--- src/rtl/pulse_sweep_ctrl.sv ---
// rtl/pulse_sweep_ctrl.sv - shadow/live pulse parameter bank with shot-aligned commit and delay sweep sequencer (optional SWEEP_NUT_EN: nut_d sweep)
module pulse_sweep_ctrl #(
   parameter int AW = 4,
   parameter int DW = 32
) (
   input  logic          clk_pll,
   input  logic          reset,
   input  logic          wr_en,
   input  logic [AW-1:0] wr_addr,
   input  logic [DW-1:0] wr_data,
   input  logic          commit,
   input  logic          start,
   input  logic          abort,
   input  logic          sync_on,
   output logic [7:0]    per,
   output logic [7:0]    cp,
   output logic [7:0]    p_bl,
   output logic [15:0]   p1wid,
   output logic [15:0]   del,
   output logic [15:0]   p2wid,
   output logic [15:0]   p_bl_off,
   output logic [31:0]   nut_w,
   output logic [31:0]   nut_d,
   output logic          pu,
   output logic          bl,
   output logic          nut,
   output logic          busy,
   output logic          done,
   output logic          acq_valid,
   output logic [15:0]   step_idx,
   output logic          ovf
);

   typedef enum logic [1:0] {
      S_IDLE = 2'd0,
      S_ARM  = 2'd1,
      S_RUN  = 2'd2,
      S_DONE = 2'd3
   } state_t;

   // Shadow bank, written only by the UART decoder
   logic [7:0]  sh_per, sh_cp, sh_p_bl;
   logic [15:0] sh_p1wid, sh_del, sh_p2wid, sh_p_bl_off;
   logic [31:0] sh_nut_w, sh_nut_d;
   logic [2:0]  sh_flags;
   logic [15:0] sh_del_step, sh_n_avg, sh_n_steps;
`ifdef SWEEP_NUT_EN
   logic [31:0] sh_nut_step;
`endif

   // Sequencer state and per-sweep snapshots
   state_t      state;
   logic        sync_q;
   logic        commit_pend;
   logic        settling;
   logic [15:0] shot_cnt;
   logic [15:0] base_del;
   logic [15:0] run_step;
   logic [15:0] run_navg_m1;
   logic [15:0] run_nsteps;
`ifdef SWEEP_NUT_EN
   logic [31:0] base_nut;
   logic [31:0] run_nut_step;
   logic [32:0] nut_sum;
`endif

   logic        sync_rise;
   logic        copy_live;
   logic        finish_run;
   logic [16:0] del_sum;

   // Shot edge detect, shadow->live copy request, sweep termination and next-delay sum
   always_comb begin
      sync_rise  = sync_on & ~sync_q;
      copy_live  = sync_rise &&
                   (((state == S_IDLE) && commit_pend && !start) ||
                    ((state == S_ARM) && !abort));
      finish_run = abort ||
                   (sync_rise && !settling && (shot_cnt == run_navg_m1) &&
                    (step_idx == run_nsteps));
      del_sum    = {1'b0, del} + {1'b0, run_step};
`ifdef SWEEP_NUT_EN
      nut_sum    = {1'b0, nut_d} + {1'b0, run_nut_step};
`endif
   end

   // Shadow register writes; unmapped addresses are dropped
   always_ff @(posedge clk_pll) begin
      if (!reset) begin
         sh_per      <= 8'd1;
         sh_p1wid    <= 16'd30;
         sh_del      <= 16'd200;
         sh_p2wid    <= 16'd30;
         sh_nut_w    <= 32'd50;
         sh_nut_d    <= 32'd300;
         sh_cp       <= 8'd1;
         sh_p_bl     <= 8'd50;
         sh_p_bl_off <= 16'd100;
         sh_flags    <= 3'b011;
         sh_del_step <= 16'd0;
         sh_n_avg    <= 16'd1;
         sh_n_steps  <= 16'd0;
`ifdef SWEEP_NUT_EN
         sh_nut_step <= 32'd0;
`endif
      end else if (wr_en) begin
         case (wr_addr)
            AW'(0):  sh_per      <= wr_data[7:0];
            AW'(1):  sh_p1wid    <= wr_data[15:0];
            AW'(2):  sh_del      <= wr_data[15:0];
            AW'(3):  sh_p2wid    <= wr_data[15:0];
            AW'(4):  sh_nut_w    <= wr_data[31:0];
            AW'(5):  sh_nut_d    <= wr_data[31:0];
            AW'(6):  sh_cp       <= wr_data[7:0];
            AW'(7):  sh_p_bl     <= wr_data[7:0];
            AW'(8):  sh_p_bl_off <= wr_data[15:0];
            AW'(9):  sh_flags    <= wr_data[2:0];
            AW'(10): sh_del_step <= wr_data[15:0];
            AW'(11): sh_n_avg    <= wr_data[15:0];
            AW'(12): sh_n_steps  <= wr_data[15:0];
`ifdef SWEEP_NUT_EN
            AW'(13): sh_nut_step <= wr_data[31:0];
`endif
            default: ;
         endcase
      end
   end

   // Sequencer FSM owning the live parameters and all status outputs
   always_ff @(posedge clk_pll) begin
      if (!reset) begin
         state       <= S_IDLE;
         sync_q      <= 1'b0;
         commit_pend <= 1'b0;
         settling    <= 1'b0;
         shot_cnt    <= 16'd0;
         base_del    <= 16'd200;
         run_step    <= 16'd0;
         run_navg_m1 <= 16'd0;
         run_nsteps  <= 16'd0;
`ifdef SWEEP_NUT_EN
         base_nut     <= 32'd300;
         run_nut_step <= 32'd0;
`endif
         per       <= 8'd1;
         p1wid     <= 16'd30;
         del       <= 16'd200;
         p2wid     <= 16'd30;
         nut_w     <= 32'd50;
         nut_d     <= 32'd300;
         cp        <= 8'd1;
         p_bl      <= 8'd50;
         p_bl_off  <= 16'd100;
         pu        <= 1'b1;
         bl        <= 1'b1;
         nut       <= 1'b0;
         busy      <= 1'b0;
         done      <= 1'b0;
         acq_valid <= 1'b0;
         step_idx  <= 16'd0;
         ovf       <= 1'b0;
      end else begin
         sync_q <= sync_on;
         done   <= 1'b0;

         // Shot-aligned copy; later assignments in the case below take priority
         if (copy_live) begin
            per      <= sh_per;
            p1wid    <= sh_p1wid;
            del      <= sh_del;
            p2wid    <= sh_p2wid;
            nut_w    <= sh_nut_w;
            nut_d    <= sh_nut_d;
            cp       <= sh_cp;
            p_bl     <= sh_p_bl;
            p_bl_off <= sh_p_bl_off;
            pu       <= sh_flags[0];
            bl       <= sh_flags[1];
            nut      <= sh_flags[2];
         end

         case (state)
            S_IDLE: begin
               if (start) begin
                  // Start always copies the shadow bank, so a pending commit is redundant
                  state       <= S_ARM;
                  busy        <= 1'b1;
                  ovf         <= 1'b0;
                  step_idx    <= 16'd0;
                  shot_cnt    <= 16'd0;
                  settling    <= 1'b1;
                  acq_valid   <= 1'b0;
                  commit_pend <= 1'b0;
                  base_del    <= sh_del;
                  run_step    <= sh_del_step;
                  run_navg_m1 <= (sh_n_avg == 16'd0) ? 16'd0 : sh_n_avg - 16'd1;
                  run_nsteps  <= sh_n_steps;
`ifdef SWEEP_NUT_EN
                  base_nut     <= sh_nut_d;
                  run_nut_step <= sh_nut_step;
`endif
               end else if (commit) begin
                  commit_pend <= 1'b1;
               end else if (sync_rise) begin
                  commit_pend <= 1'b0;
               end
            end

            S_ARM: begin
               if (commit) commit_pend <= 1'b1;
               if (abort) begin
                  // Live bank not yet touched by this sweep, nothing to restore
                  state     <= S_DONE;
                  done      <= 1'b1;
                  busy      <= 1'b0;
                  acq_valid <= 1'b0;
               end else if (sync_rise) begin
                  // The shot that starts now runs on fresh params and is a settle shot
                  state    <= S_RUN;
                  settling <= 1'b1;
               end
            end

            S_RUN: begin
               if (commit) commit_pend <= 1'b1;
               if (finish_run) begin
                  state     <= S_DONE;
                  done      <= 1'b1;
                  busy      <= 1'b0;
                  acq_valid <= 1'b0;
                  del       <= base_del;
`ifdef SWEEP_NUT_EN
                  nut_d     <= base_nut;
`endif
               end else if (sync_rise) begin
                  if (settling) begin
                     settling  <= 1'b0;
                     acq_valid <= 1'b1;
                     shot_cnt  <= 16'd0;
                  end else if (shot_cnt == run_navg_m1) begin
                     step_idx  <= step_idx + 16'd1;
                     shot_cnt  <= 16'd0;
                     settling  <= 1'b1;
                     acq_valid <= 1'b0;
                     if (del_sum[16]) begin
                        del <= 16'hFFFF;
                        ovf <= 1'b1;
                     end else begin
                        del <= del_sum[15:0];
                     end
`ifdef SWEEP_NUT_EN
                     if (nut_sum[32]) begin
                        nut_d <= 32'hFFFF_FFFF;
                        ovf   <= 1'b1;
                     end else begin
                        nut_d <= nut_sum[31:0];
                     end
`endif
                  end else begin
                     shot_cnt <= shot_cnt + 16'd1;
                  end
               end
            end

            S_DONE: begin
               if (commit) commit_pend <= 1'b1;
               state <= S_IDLE;
            end

            default: state <= S_IDLE;
         endcase
      end
   end

endmodule

--- config.mk ---
export PLATFORM = sky130hd
export DESIGN_NAME = pulse_sweep_ctrl
export DESIGN_NICKNAME = d
export VERILOG_FILES = /design/src/rtl/pulse_sweep_ctrl.sv
export SDC_FILE = /design/constraint.sdc
export NUM_CORES = 1
export LEC_CHECK = 0
export BUFFER_PORTS_ARGS = -buffer_cell sky130_fd_sc_hd__buf_2
export CORE_MARGIN = 3
export CORE_UTILIZATION = 50
export DETAILED_ROUTE_END_ITERATION = 7
export HOLD_SLACK_MARGIN = 0.1
export PLACE_DENSITY = 0.76
export SLEW_MARGIN = 5
export SYNTH_ARGS = -nofsm -noshare
export SYNTH_HDL_FRONTEND = slang
export SYNTH_SLANG_ARGS = --single-unit
--- constraint.sdc ---
create_clock -name clk_pll -period 2.9 [get_ports clk_pll]
set_input_delay 0.145 -clock clk_pll [delete_from_list [all_inputs] [get_ports clk_pll]]
set_output_delay 0.145 -clock clk_pll [all_outputs]
set_load 0.005 [all_outputs]
==> impl_metrics.csv, run 1 <==
group,metric,value,unit
synth,syn_avg_cell_area,8.22,µm²
synth,synth_top_area_share,48.1,%
pwr,p_switching,4350,µW
cells_and_area,seq_area,9270,µm²
worst_setup_path,start_kind,"register",
global_routing,antenna_found_initial,0,
cells_and_area,synthToLayoutAreaGrowth,18.5,%
timing,fmaxAchievable,365,MHz
synth,synth_cells,2345,
clock_tree,cts_buffer_depth,3,
worst_hold_path,min-delay-start,"start",
global_routing,grt_pass1_wl,84800,µm
synth,syn-num-nets,2413,
timing,slew_violations,0,
cells_and_area,post-route-util,60.4,%
pwr,peakVddDrop,478,µV
worst_hold_path,min_to,"acq_valid",
cells_and_area,most-common-layout-cells,"817 x nand2_1, 463 x dfxtp_1, 336 x a21boi_0, 216 x buf_2, 86 x nand3_1",
pwr,leakagePower,0.00901,µW
worst_hold_path,worstHoldPathType,"in2reg",
worst_hold_path,holdPathStages,4,
timing,fin_setup_tns,0,ns
worst_setup_path,rrSetupSlack,0.16,ns
worst_setup_path,r2r_start,"del[0]",
clock_tree,ctsHtreeMaxLevel,2,
synth,yosysUniqueCellTypes,63,
timing,post-route-period-util,94.5,%
pwr,combPwrFrac,15.7,%
worst_setup_path,critical_path_class,"reg2reg",
synth,synth_flop_cell,"dfxtp_1",
floorplanning,core_area,37800,µm²
floorplanning,die_w,202,µm
timing,worstMarginPinSlew,0.793,ns
worst_setup_path,cp_max_fo,5,
cells_and_area,drive_gt1_share,14.0,%
timing,fin_hold_ws,0.182,ns
worst_setup_path,critPathArrivalTime,3.18,ns
cells_and_area,fillCellCount,3311,
worst_setup_path,worstPathRequired,3.34,ns
pwr,power_density,682,nW/µm²
routing,drc,0,
synth,yosys_warnings,0,
synth,synthArstFlopShare,0,%
pwr,pwr-share-clk,41.0,%
clock_tree,clk_root_buffer_cell,"clkbuf_16",
worst_setup_path,reg2regPathDepth,9,
global_routing,grt_max_degree,161,
place,hpwlAfterDp,34800,µm
floorplanning,initial_utilization,50.9,%
clock_tree,path_clk_slew,0.06,ns
worst_setup_path,end_kind,"register",
pwr,switching_share,28.0,%
floorplanning,boundaryPins,218,
floorplanning,die_h,202,µm
clock_tree,clock_sinks,463,
clock_tree,worst_skew_pair.late_latency,0.58,ns
worst_setup_path,worst_r2r_endpoint,"del[15]",
pwr,seqPwrFrac,43.3,%
timing,relSlewSlack,46.9,%
routing,first_pass_iters,5,
synth,synth_area,19300,µm²
routing,drtIter0Drc,1156,
synth,ys_ff_latch,463,
timing,final_hold_viol_count,0,
synth,synth_area_leaders,"dfxtp_1 48%, nand2_1 16%, a21boi_0 13%",
cells_and_area,fin_nets,2596,
routing,wl_per_cell,17.6,µm
pwr,total_power,15600,µW
floorplanning,dieArea,40900,µm²
timing,finClkSkew,0.0223,ns
cells_and_area,final_common_cell,"nand2_1",
synth,synth_edf_count,0,
floorplanning,rows,71,
routing,num_vias,16700,
global_routing,grt.total_usage,25.3,%
place,routabilityCongestion,0.855,
pwr,p_int,11200,µW
clock_tree,cts_tree,"done",
place,port_buffers,217,
status,status,"finished clean",
synth,ys_seq_area_share,48.1,%
synth,synth_area_leader_cell,"dfxtp_1",
timing,fin_crit,2.74,ns
timing,final-setup-viol-count,0,
flow_run,drv_cap,0,
routing,drtAntennaViolNets,0,
clock_tree,cts_buffers,48,
routing,viasPerCell,5.44,
global_routing,overflow,0,
cells_and_area,multi_input_area,9390,µm²
global_routing,grt_pass1_vias,16000,
routing,wirelength,54000,µm
sequential cells by signal (all words and copies together), names as in the netlist, 16 cells and up:
| name | count |
|---|---|
| p2wid | 16 |
| sh_nut_d | 32 |
| shot_cnt | 16 |
| sh_p_bl_off | 16 |
| nut_d | 32 |
| base_del | 16 |
| sh_p2wid | 16 |
| run_nsteps | 16 |
| sh_p1wid | 16 |
| sh_del_step | 16 |
| sh_del | 16 |
| del | 16 |
| sh_n_steps | 16 |
| nut_w | 32 |
| sh_nut_w | 32 |
| step_idx | 16 |
| sh_n_avg | 16 |
| run_step | 16 |
| p1wid | 16 |
| run_navg_m1 | 16 |
| p_bl_off | 16 |
Yosys cell counts (15+ instances only):
library cell and number:
a21boi_0 336, a21oi_1 29, clkbuf_1 150, dfxtp_1 463, ha_1 24, mux2i_1 27
nand2_1 818, nand3_1 86, nand4_1 16, nor2_1 75, nor2b_1 26, nor3_1 15
o21ai_0 34, xnor2_1 20, xor2_1 56
per-stage QoR:
step | cells | setup WS [ns] | instance area, µm²
6_report | 3073 | 0.161 | 22800
5_1_grt | 3071 | -0.00441 | 22800
4_1_cts | 3071 | 0.0398 | 22800
3_5_place_dp | 2951 | 0.0211 | 20800
3_3_place_gp | 2951 | 0.194 | 20800
2_1_floorplan | 2345 | 0.354 | 19300
worst max-delay path: stages (launching register included):
cell       delay (ns)
dfxtp_1          0.33
ha_1             0.26
fa_1             0.40
a211oi_1         0.32
o21ai_0          0.19
nand2_1          0.14
o21ai_1          0.16
or2_2            0.33
a2111oi_0        0.35
a21oi_1          0.13
power by group through the flow:
stage               sequential, µW  combinational, µW  clock [µW]
floorplan                     6840               1560           0
global placement              6880               2280           0
detailed placement            6880               2340           0
CTS                           6750               2400        6480
global route                  6770               2660        6730
finish                        6750               2440        6380
kinds of logic (layout without fill, tap and decap cells):
logic type | Yosys count | after routing | share of synthesized area [%]
AND/OR/NAND/NOR | 1096 | 1096 | 23.6
AO/OA/AOI/OAI | 483 | 483 | 18.2
flip-flops | 463 | 463 | 48.1
buffers and inverters | 173 | 388 | 3.42
XOR/XNOR | 76 | 76 | 3.45
multiplexers | 29 | 29 | 1.52
adder cells (fa/ha/maj) | 25 | 25 | 1.66
other | 0 | 2 | 0
layer usage:
| metal | share of wire (%) | track usage [%] | routed length, µm |
|---|---|---|---|
| met2 | 46 | 41.6 | 25100 |
| met5 | 0 | 0 | 0 |
| met4 | 2.4 | 7.65 | 1310 |
| met3 | 7.5 | 5.88 | 4030 |
| met1 | 44 | 33.3 | 23600 |
worst max-delay path by stage:
stage / start / endpoint / slack [ns] / depth (start not counted)
finish: del[0] / del[15] / 0.16 / 9
global route: state[1] / shot_cnt[12] / -0.004 / 10
CTS: state[1] / nut_w[23] / 0.04 / 8
detailed placement: state[1] / nut_w[23] / 0.02 / 8
global placement: del[0] / del[15] / 0.19 / 9
floorplan: state[0] / shot_cnt[10] / 0.35 / 12
layout make-up:
class                      count  share of cell area (%)
multi-input combinational   1709                    41.1
sequential                   463                    40.6
timing repair buffer         293                    8.06
clock buffer                  72                    6.40
tap                          511                    2.80
clock inverter                10                   0.822
inverter                      13                   0.214
antenna                        2                  0.0219
repair_timing:
action,in CTS,in global routing
hold buffers,38,0
endpoints found under the setup margin,0,109
gates resized for setup,0,5
setup buffers,0,0
endpoints found under the hold margin,221,0
No activity file was read; power rests on OpenSTA's default activity.
==> run 2, diff against run 1 <==
- ABC_AREA: default -> 1
- ABC_CLOCK_PERIOD_IN_PS: default -> 2900
- CTS_CLUSTER_SIZE: default -> 25
==> run 2 against run 1 <==
Via count rose by 11%. Die area grew 1.4%. Worst setup slack better by 0.19 ns. Count of clock-buffer cells in the layout is 7 lower. Core utilization is 0.18 points lower. Critical endpoint is now del[8]. Highest routed layer is now met5.
==> impl_metrics.csv, run 2 <==
group,metric,value,unit
synth,syn_avg_cell_area,7.12,µm²
timing,fmaxAchievable,392,MHz
global_routing,grt_max_degree,220,
clock_tree,clock_sinks,463,
flow_run,drv_cap,0,
timing,fin_hold_ws,0.154,ns
clock_tree,ctsHtreeMaxLevel,2,
place,port_buffers,217,
worst_hold_path,worstHoldPathType,"in2reg",
worst_setup_path,worstPathRequired,3.32,ns
clock_tree,cts_setup_buffers,0,
place,routabilityCongestion,0.916,
cells_and_area,drive_gt1_share,11.9,%
worst_setup_path,critical_path_class,"reg2reg",
global_routing,antenna_found_initial,2,
timing,worstMarginPinSlew,0.955,ns
synth,synth_cells,2744,
worst_setup_path,r2r_start,"del[0]",
floorplanning,die_h,204,µm
worst_setup_path,cp_max_fo,13,
synth,synth_top_area_share,47.4,%
pwr,total_power,17500,µW
cells_and_area,fillCellCount,3452,
floorplanning,dieArea,41500,µm²
worst_setup_path,rrSetupSlack,0.35,ns
timing,slew_violations,0,
synth,ys_seq_area_share,47.4,%
clock_tree,cts_buffers,47,
timing,fin_crit,2.55,ns
synth,synth_area_leader_cell,"dfxtp_1",
worst_setup_path,reg2regPathDepth,12,
routing,drtIter0Drc,1406,
synth,synth_common_cells,"714 x nor2_1, 463 x dfxtp_1, 392 x nand2_1",
floorplanning,core_area,38100,µm²
timing,post-route-period-util,88.0,%
cells_and_area,final_common_cell,"nor2_1",
routing,viasPerCell,5.37,
synth,synthArstFlopShare,0,%
timing,finClkSkew,0.0209,ns
place,dp.cells,3336,
cells_and_area,most-common-layout-cells,"712 x nor2_1, 463 x dfxtp_1, 391 x nand2_1, 376 x o21ai_0, 216 x buf_2",
timing,rsz0062_at_grt,"false",
pwr,leakagePower,0.0103,µW
clock_tree,worst_skew_pair.late_latency,0.59,ns
worst_hold_path,holdPathStages,6,
cells_and_area,fin_nets,2990,
worst_setup_path,critPathArrivalTime,2.98,ns
timing,fin_setup_tns,0,ns
synth,ys_ff_latch,463,
synth,synth_area_leaders,"dfxtp_1 47%, nor2_1 14%, o21ai_0 9.6%",
floorplanning,rows,71,
clock_tree,cts_tree,"done",
clock_tree,path_clk_slew,0.06,ns
worst_hold_path,min_to,"sh_cp[0]",
synth,yosysMostFrequentCell,"nor2_1",
floorplanning,die_w,204,µm
worst_setup_path,start_kind,"register",
clock_tree,clk_root_buffer_cell,"clkbuf_16",
worst_setup_path,worst_r2r_endpoint,"del[8]",
routing,drtAntennaViolNets,0,
place,dpl_cell_area,20900,µm²
routing,wirelength,57800,µm
global_routing,grt.total_usage,27.2,%
timing,relSlewSlack,36.3,%
synth,synth_flop_cell,"dfxtp_1",
place,hpwlAfterDp,36500,µm
cells_and_area,final_cells,3465,
clock_tree,cts_buffer_depth,3,
cells_and_area,design_area,22900,µm²
floorplanning,boundaryPins,218,
routing,wl_per_cell,16.7,µm
timing,final_hold_viol_count,0,
pwr,power_density,762,nW/µm²
global_routing,grt_pass1_wl,91500,µm
global_routing,grt_pass1_vias,17400,
synth,synth_area,19500,µm²
routing,drc,0,
worst_hold_path,min-delay-start,"wr_addr[0]",
routing,first_pass_iters,5,
worst_setup_path,end_kind,"register",
pwr,peakVddDrop,635,µV
synth,yosys_warnings,0,
synth,synth_edf_count,0,
synth,syn-num-nets,2812,
synth,yosysUniqueCellTypes,40,
status,status,"finished clean",
timing,final-setup-viol-count,0,
floorplanning,initial_utilization,51.3,%
cells_and_area,synthToLayoutAreaGrowth,17.3,%
global_routing,overflow,0,
routing,num_vias,18600,
run 2: cell count changes after synthesis, moves of 93 or more:
cell      delta
nor2_1     +639
a21oi_1     +93
o21ai_0    +342
a21boi_0   -335
inv_1      +147
nand2_1    -426
run 2: report_power, final:
part	leakage (µW)	internal [µW]	switching [µW]	total (µW)
combinational	0.00582	1350	2570	3910
clock	0.000763	3590	2510	6090
sequential	0.00376	7000	460	7460
run 2: logic make-up after synthesis:
family | Yosys count | share of synthesized area [%]
AO/OA/AOI/OAI | 510 | 13.2
XOR/XNOR | 55 | 2.46
adder cells (fa/ha/maj) | 25 | 1.64
buffers and inverters | 334 | 6.65
flip-flops | 463 | 47.4
multiplexers | 9 | 0.461
AND/OR/NAND/NOR | 1348 | 28.1
run 2: layout make-up:
class | instances | area, µm² | share of cell area, %
flip-flops and latches | 463 | 9270 | 40.4
multi-input cells | 1947 | 8990 | 39.2
repair buffers | 296 | 1860 | 8.11
clock buffers | 65 | 1350 | 5.87
well taps | 511 | 639 | 2.79
inverters | 167 | 629 | 2.74
clock inverters | 15 | 194 | 0.846
diodes | 1 | 2.50 | 0.0109
run 2: metrics by stage:
step,worst slack (ns),utilization [%]
after global placement,0.475,54.9
after global routing,0.168,60.2
final,0.348,60.2
after floorplan,0.673,-
after CTS,0.391,60.2
after detailed placement,0.412,54.9
run 2: how the worst max path moves through the flow:
stage	start	endpoint	slack [ns]	cells past startpoint
6_report	del[0]	del[8]	0.35	12
5_1_grt	del[0]	del[8]	0.17	12
4_1_cts	del[0]	del[8]	0.39	12
3_5_place_dp	del[0]	del[8]	0.41	12
3_3_place_gp	del[0]	del[10]	0.47	12
2_1_floorplan	del[0]	del[12]	0.67	13
run 2: metal layers:
metal,vias up,wire length (µm),GRT usage (%)
met5,-,8,0
met4,2,1810,9.46
met3,110,5390,7.06
met2,721,26300,44.3
met1,8591,24300,35.2
li1,9169,-,-
run 2: what timing repair did:
| action | in CTS | in global routing |
|---|---|---|
| endpoints found under the hold margin | 222 | 0 |
| gates resized for setup | 0 | 0 |
| hold buffers | 48 | 0 |
run 2: worst max-delay path, cell delays in order (launching register included):
cell and delay (ns):
dfxtp_1 0.33, ha_1 0.24, fa_1 0.42, nand3_1 0.10, nand3_1 0.15, nand2_1 0.10
nand3_1 0.09, a21oi_1 0.18, nand2_1 0.35, nor2_1 0.22, nor3_1 0.07, nor2_1 0.10
nor2_1 0.05
